<file path="src/rtl/spi_write_arbiter.sv">
// rtl/spi_write_arbiter.sv - arbitrates SPI-sourced and on-chip writes onto one register bank port
// SPI writes arrive as a toggle handshake from another clock domain; contested grants alternate.
module spi_write_arbiter #(
  parameter int ADDR_W = 8,
  parameter int DATA_W = 8
) (
  input  logic              iclk,
  input  logic              rstn,
  input  logic              spi_wr_toggle,
  input  logic [ADDR_W-1:0] spi_addr,
  input  logic [DATA_W-1:0] spi_data,
  input  logic              hw_wr_req,
  input  logic [ADDR_W-1:0] hw_addr,
  input  logic [DATA_W-1:0] hw_data,
  output logic              hw_wr_ack,
  output logic              reg_we,
  output logic [ADDR_W-1:0] reg_addr,
  output logic [DATA_W-1:0] reg_wdata,
  output logic              busy,
  output logic              spi_overrun,
  output logic              addr_err
);

  typedef enum logic [1:0] {
    IDLE   = 2'd0,
    SETUP  = 2'd1,
    STROBE = 2'd2
  } state_t;

  localparam logic SRC_HW  = 1'b0;
  localparam logic SRC_SPI = 1'b1;

  state_t            state_q, state_d;
  logic              sync1_q, sync1_d;
  logic              sync2_q, sync2_d;
  logic              sync3_q, sync3_d;
  logic              spi_pend_q, spi_pend_d;
  logic [ADDR_W-1:0] spi_addr_hold_q, spi_addr_hold_d;
  logic [DATA_W-1:0] spi_data_hold_q, spi_data_hold_d;
  logic [ADDR_W-1:0] reg_addr_q, reg_addr_d;
  logic [DATA_W-1:0] reg_wdata_q, reg_wdata_d;
  logic              src_q, src_d;
  logic              last_grant_q, last_grant_d;
  logic              overrun_q, overrun_d;
  logic              addr_err_q, addr_err_d;

  logic              spi_event;
  logic              grant_spi;
  logic              grant_hw;
  logic              contested;
  logic              addr_zero;

  always_comb begin
    sync1_d         = spi_wr_toggle;
    sync2_d         = sync1_q;
    sync3_d         = sync2_q;
    spi_event       = sync2_q ^ sync3_q;
    addr_zero       = (reg_addr_q == '0);

    state_d         = state_q;
    spi_pend_d      = spi_pend_q;
    spi_addr_hold_d = spi_addr_hold_q;
    spi_data_hold_d = spi_data_hold_q;
    reg_addr_d      = reg_addr_q;
    reg_wdata_d     = reg_wdata_q;
    src_d           = src_q;
    last_grant_d    = last_grant_q;
    overrun_d       = overrun_q;
    addr_err_d      = addr_err_q;

    contested = (state_q == IDLE) && spi_pend_q && hw_wr_req;
    grant_spi = 1'b0;
    grant_hw  = 1'b0;
    if (state_q == IDLE) begin
      if (contested) begin
        grant_spi = (last_grant_q == SRC_HW);
        grant_hw  = (last_grant_q == SRC_SPI);
      end else begin
        grant_spi = spi_pend_q;
        grant_hw  = hw_wr_req;
      end
    end

    case (state_q)
      IDLE:    if (grant_spi || grant_hw) state_d = SETUP;
      SETUP:   state_d = STROBE;
      STROBE:  state_d = IDLE;
      default: state_d = IDLE;
    endcase

    if (grant_spi) begin
      reg_addr_d  = spi_addr_hold_q;
      reg_wdata_d = spi_data_hold_q;
      src_d       = SRC_SPI;
    end else if (grant_hw) begin
      reg_addr_d  = hw_addr;
      reg_wdata_d = hw_data;
      src_d       = SRC_HW;
    end

    // The round-robin pointer only moves when both sources competed.
    if (contested) last_grant_d = grant_spi ? SRC_SPI : SRC_HW;

    // A new event racing the grant refills the slot instead of counting as lost.
    if (spi_event) begin
      spi_pend_d      = 1'b1;
      spi_addr_hold_d = spi_addr;
      spi_data_hold_d = spi_data;
      if (spi_pend_q && !grant_spi) overrun_d = 1'b1;
    end else if (grant_spi) begin
      spi_pend_d = 1'b0;
    end

    if ((state_q == STROBE) && addr_zero) addr_err_d = 1'b1;
  end

  always_ff @(posedge iclk or negedge rstn) begin
    if (!rstn) begin
      state_q         <= IDLE;
      sync1_q         <= 1'b0;
      sync2_q         <= 1'b0;
      sync3_q         <= 1'b0;
      spi_pend_q      <= 1'b0;
      spi_addr_hold_q <= '0;
      spi_data_hold_q <= '0;
      reg_addr_q      <= '0;
      reg_wdata_q     <= '0;
      src_q           <= SRC_HW;
      last_grant_q    <= SRC_HW;
      overrun_q       <= 1'b0;
      addr_err_q      <= 1'b0;
    end else begin
      state_q         <= state_d;
      sync1_q         <= sync1_d;
      sync2_q         <= sync2_d;
      sync3_q         <= sync3_d;
      spi_pend_q      <= spi_pend_d;
      spi_addr_hold_q <= spi_addr_hold_d;
      spi_data_hold_q <= spi_data_hold_d;
      reg_addr_q      <= reg_addr_d;
      reg_wdata_q     <= reg_wdata_d;
      src_q           <= src_d;
      last_grant_q    <= last_grant_d;
      overrun_q       <= overrun_d;
      addr_err_q      <= addr_err_d;
    end
  end

  // Address 0 is the pointer-set slot: the cycle still runs, only the strobe is dropped.
  assign reg_we      = (state_q == STROBE) && !addr_zero;
  assign hw_wr_ack   = (state_q == STROBE) && (src_q == SRC_HW);
  assign busy        = (state_q != IDLE);
  assign reg_addr    = reg_addr_q;
  assign reg_wdata   = reg_wdata_q;
  assign spi_overrun = overrun_q;
  assign addr_err    = addr_err_q;

endmodule

</file>
<file path="config.mk">
export PLATFORM = sky130hd
export DESIGN_NAME = spi_write_arbiter
export DESIGN_NICKNAME = d
export VERILOG_FILES = /design/src/rtl/spi_write_arbiter.sv
export SDC_FILE = /design/constraint.sdc
export NUM_CORES = 1
export LEC_CHECK = 0
export ABC_AREA = 0
export CAP_MARGIN = 5
export CORE_ASPECT_RATIO = 1.1
export CORE_MARGIN = 2
export CORE_UTILIZATION = 30
export CTS_BUF_LIST = sky130_fd_sc_hd__clkbuf_4 sky130_fd_sc_hd__clkbuf_8
export DETAILED_ROUTE_END_ITERATION = 6
export PLACE_DENSITY = 0.59
export SETUP_SLACK_MARGIN = 0.15
export SLEW_MARGIN = 5
export SYNTH_ARGS = -nofsm -noshare
export SYNTH_HDL_FRONTEND = slang
export SYNTH_SLANG_ARGS = --single-unit
</file>
<file path="constraint.sdc">
create_clock -name iclk -period 2.6 [get_ports iclk]
set_clock_uncertainty 0.05 [all_clocks]
set_input_delay 0.65 -clock iclk [delete_from_list [all_inputs] [get_ports iclk]]
set_output_delay 0.65 -clock iclk [all_outputs]
set_load 0.02 [all_outputs]
</file>
==> metrics.csv, run 1 <==
stage,metric,value,unit
outcome,outcome,"complete, no violations",
logic_synthesis,syn_avg_cell_area,11.8,um^2
logic_synthesis,ys_top_cells_by_area,"dfrtp_1 (58%), mux2_2 (9.9%), o311ai_1 (5.8%)",
final_layout,drive_above_1_share,18.4,%
clock_tree,clkLatencyLatePin,0.29,ns
logic_synthesis,yosysMostFrequentCell,dfrtp_1,
global_route,gr-usage-all-layers,13.3,%
floorplan,die_h,85.8,um
logic_synthesis,synth-seq-cells,42,
timing,fmax,426,MHz
worst_setup_path,start_kind,flip-flop,
worst_setup_path,critPathKind,flip-flop to primary output,
logic_synthesis,synthArstFlopShare,100,%
drt,viasPerCell,4.89,
logic_synthesis,syn_inst,155,
logic_synthesis,netlist.area_leader.share,57.6,%
drt,first_pass_iters,4,
timing,setup_tns,0,ns
logic_synthesis,yosysWarnings,0,
final_layout,area_growth,41.6,%
final_layout,nFillCells,579,
global_route,grt_max_degree,23,
placement,io_buffers,56,
drt,antenna_left,0,
logic_synthesis,synth-edff-count,0,
placement,pre_cts_ws,0.352,ns
clock_tree,cts_buffer_depth,2,
drt,drt-total-wl,4260,um
clock_tree,cts_made_buffers,5,
timing,hold_ws,0.173,ns
floorplan,die_w,78.4,um
worst_setup_path,crit_required,1.90,ns
timing,setup_violations,0,
floorplan,die_area,6720,um^2
global_route,antenna_found_initial,0,
floorplan,io_pins,57,
clock_tree,cts.sinks,42,
drt,vias,1438,
floorplan,start_util,31.4,%
final_layout,fin_nets,252,
logic_synthesis,synth_commonest_cells,"dfrtp_1 (42), inv_1 (18), mux2_2 (16), nand4_1 (16), o21ai_0 (16)",
timing,drv_slew,0,
timing,worst_slew_pin_slew,0.865,ns
logic_synthesis,syn_nets,191,
power,power.static_leakage,0.00109,uW
final_layout,fin_util,44.5,%
placement,hpwl,3240,um
clock_tree,cts-htree-levels,2,
timing,grt_setup_unrepaired,false,
timing,worst_slack,0.251,ns
clock_tree,cts-root-buf,clkbuf_8,
clock_tree,post_cts.repair.setup_buffers,0,
timing,relSlewSlack,42.1,%
drt,drtIter0Drc,85,
power,ir_worst_vdd,0.340,mV
logic_synthesis,synth-seq-area-share,57.6,%
worst_setup_path,crit_path_end_kind,primary output,
job,max-cap-violations,0,
global_route,first_global_vias,1405,
final_layout,final_cells,294,
timing,fin_crit_sh,90.4,%
global_route,grt_first_pass_wirelength,6990,um
global_route,grt.overflow.total,0,
logic_synthesis,synth_ff_type,dfrtp_1,
hold_path,hold_path_class,input pin to asynchronous set/reset pin,
placement,placedCellCount,286,
drt,drc,0,
timing,finalHoldViolCount,0,
clock_tree,cts.hold.buffers_added,0,
logic_synthesis,ys_types,27,
worst_setup_path,path_max_fanout,3,
power,powerDensity,1090,nW/um^2
clock_tree,path_clk_slew,0.08,ns
logic_synthesis,synth_largest_area_cell,dfrtp_1,
clock_tree,cts_tree,yes,
timing,finalCriticalPeriod,2.35,ns
placement,place.gp.congestion,0.777,
final_layout,diodes,0,
floorplan,fp-row-count,29,
logic_synthesis,syn_area,1820,um^2
floorplan,core,5810,um^2
worst_setup_path,arrival,1.65,ns
drt,routedWlPerCell,14.5,um
[state kept, by name (all words and copies together) (netlist names)]
register and flops:
state_q 2, sync3_q 1, addr_err 1, spi_overrun 1, reg_addr 8, sync2_q 1
spi_data_hold_q 8, sync1_q 1, reg_wdata 8, last_grant_q 1, spi_pend_q 1, src_q 1
spi_addr_hold_q 8
[worst max-delay path, cell delays in order (launching register included)]
cell	delay (ns)
dfrtp_1	0.39
nand2b_1	0.19
nor2_1	0.16
clkdlybuf4s50_1	0.63
[repair_timing]
item,CTS,global route
gates resized for setup,2,1
setup endpoints to repair,1,1
cloned,0,0
[layer usage]
metal  share of wire, %  wire length, um  GRT usage (%)
met2                 50             2150           21.8
met1                 44             1890           17.5
met5                  0                0              0
met4                1.7               74           4.47
met3                3.5              148           3.16
[power breakdown]
group,internal (uW),switching [uW],leakage (uW),total (uW)
Combinational,630,727,0.000550,1360
Clock,225,210,0.0000517,435
Sequential,879,158,0.000492,1040
[worst paths after layout]
kind | start | slack (ns) | depth (start not counted) | endpoint
max | state_q[0] | 0.25 | 3 | hw_wr_ack
min | rstn | 0.17 | 1 | spi_data_hold_q[6]
max reg2reg | sync3_q | 1.07 | 3 | spi_addr_hold_q[6]
min reg2reg | sync1_q | 0.31 | 0 | sync2_q
max in group asynchronous | rstn | 1.81 | 2 | addr_err
min in group iclk | sync1_q | 0.31 | 0 | sync2_q
[placed cells by master (no fill, tap or decap), drive strengths merged, types with 2 or more instances in the layout]
cell,instances
nor4,2
xor2,2
and3,2
dfrtp,42
clkbuf,7
o311ai,16
nor2,3
mux2,16
clkdlybuf4s50,54
a21o,2
nand4,16
o21ai,17
inv,18
nand2,2
buf,10
[metrics by stage]
step | power (uW) | area, um^2
finish | 2830 | 2580
global route | 3030 | 2580
CTS | 2860 | 2580
detailed placement | 2400 | 2470
global placement | 2390 | 2470
floorplan | 1840 | 1820
[cell type report]
cell class | instances | area (um^2) | area share (%)
clock inverters | 1 | 5.00 | 0.194
well taps | 77 | 96.3 | 3.73
repair buffers | 65 | 626 | 24.2
inverters | 18 | 67.6 | 2.62
clock buffers | 7 | 90.1 | 3.49
multi-input cells | 84 | 648 | 25.1
flip-flops and latches | 42 | 1050 | 40.7
[cell families (layout without fill, tap and decap cells)]
| family | count (synthesis) | count (layout) | share of synthesized area [%] |
|---|---|---|---|
| and+or+nand+nor | 28 | 28 | 9.26 |
| xor gates and xnor gates | 2 | 2 | 1.37 |
| DFF | 42 | 42 | 57.6 |
| AOI/OAI and AO/OA | 38 | 38 | 14.3 |
| muxes | 16 | 16 | 9.88 |
| buffers and inverters | 29 | 91 | 7.54 |
(Power assumes the default switching activity.)
==> inputs of run 2 (changes only) <==
--- a/config.mk
+++ b/config.mk
@@ -18,3 +18,4 @@
 export SYNTH_ARGS = -nofsm -noshare
 export SYNTH_HDL_FRONTEND = slang
 export SYNTH_SLANG_ARGS = --single-unit
+export TNS_END_PERCENT = 5
==> results of run 2 <==
Final layout, timing and power as in run 1 (identical DEF).
==> inputs of run 3 (changes only) <==
--- a/config.mk
+++ b/config.mk
@@ -12,6 +12,8 @@
 export CORE_UTILIZATION = 30
 export CTS_BUF_LIST = sky130_fd_sc_hd__clkbuf_4 sky130_fd_sc_hd__clkbuf_8
 export DETAILED_ROUTE_END_ITERATION = 6
+export GPL_ROUTABILITY_DRIVEN = 0
+export HOLD_SLACK_MARGIN = 0.05
 export PLACE_DENSITY = 0.59
 export SETUP_SLACK_MARGIN = 0.15
 export SLEW_MARGIN = 5
==> results of run 3 <==
Final layout, timing and power as in run 1 (identical DEF).
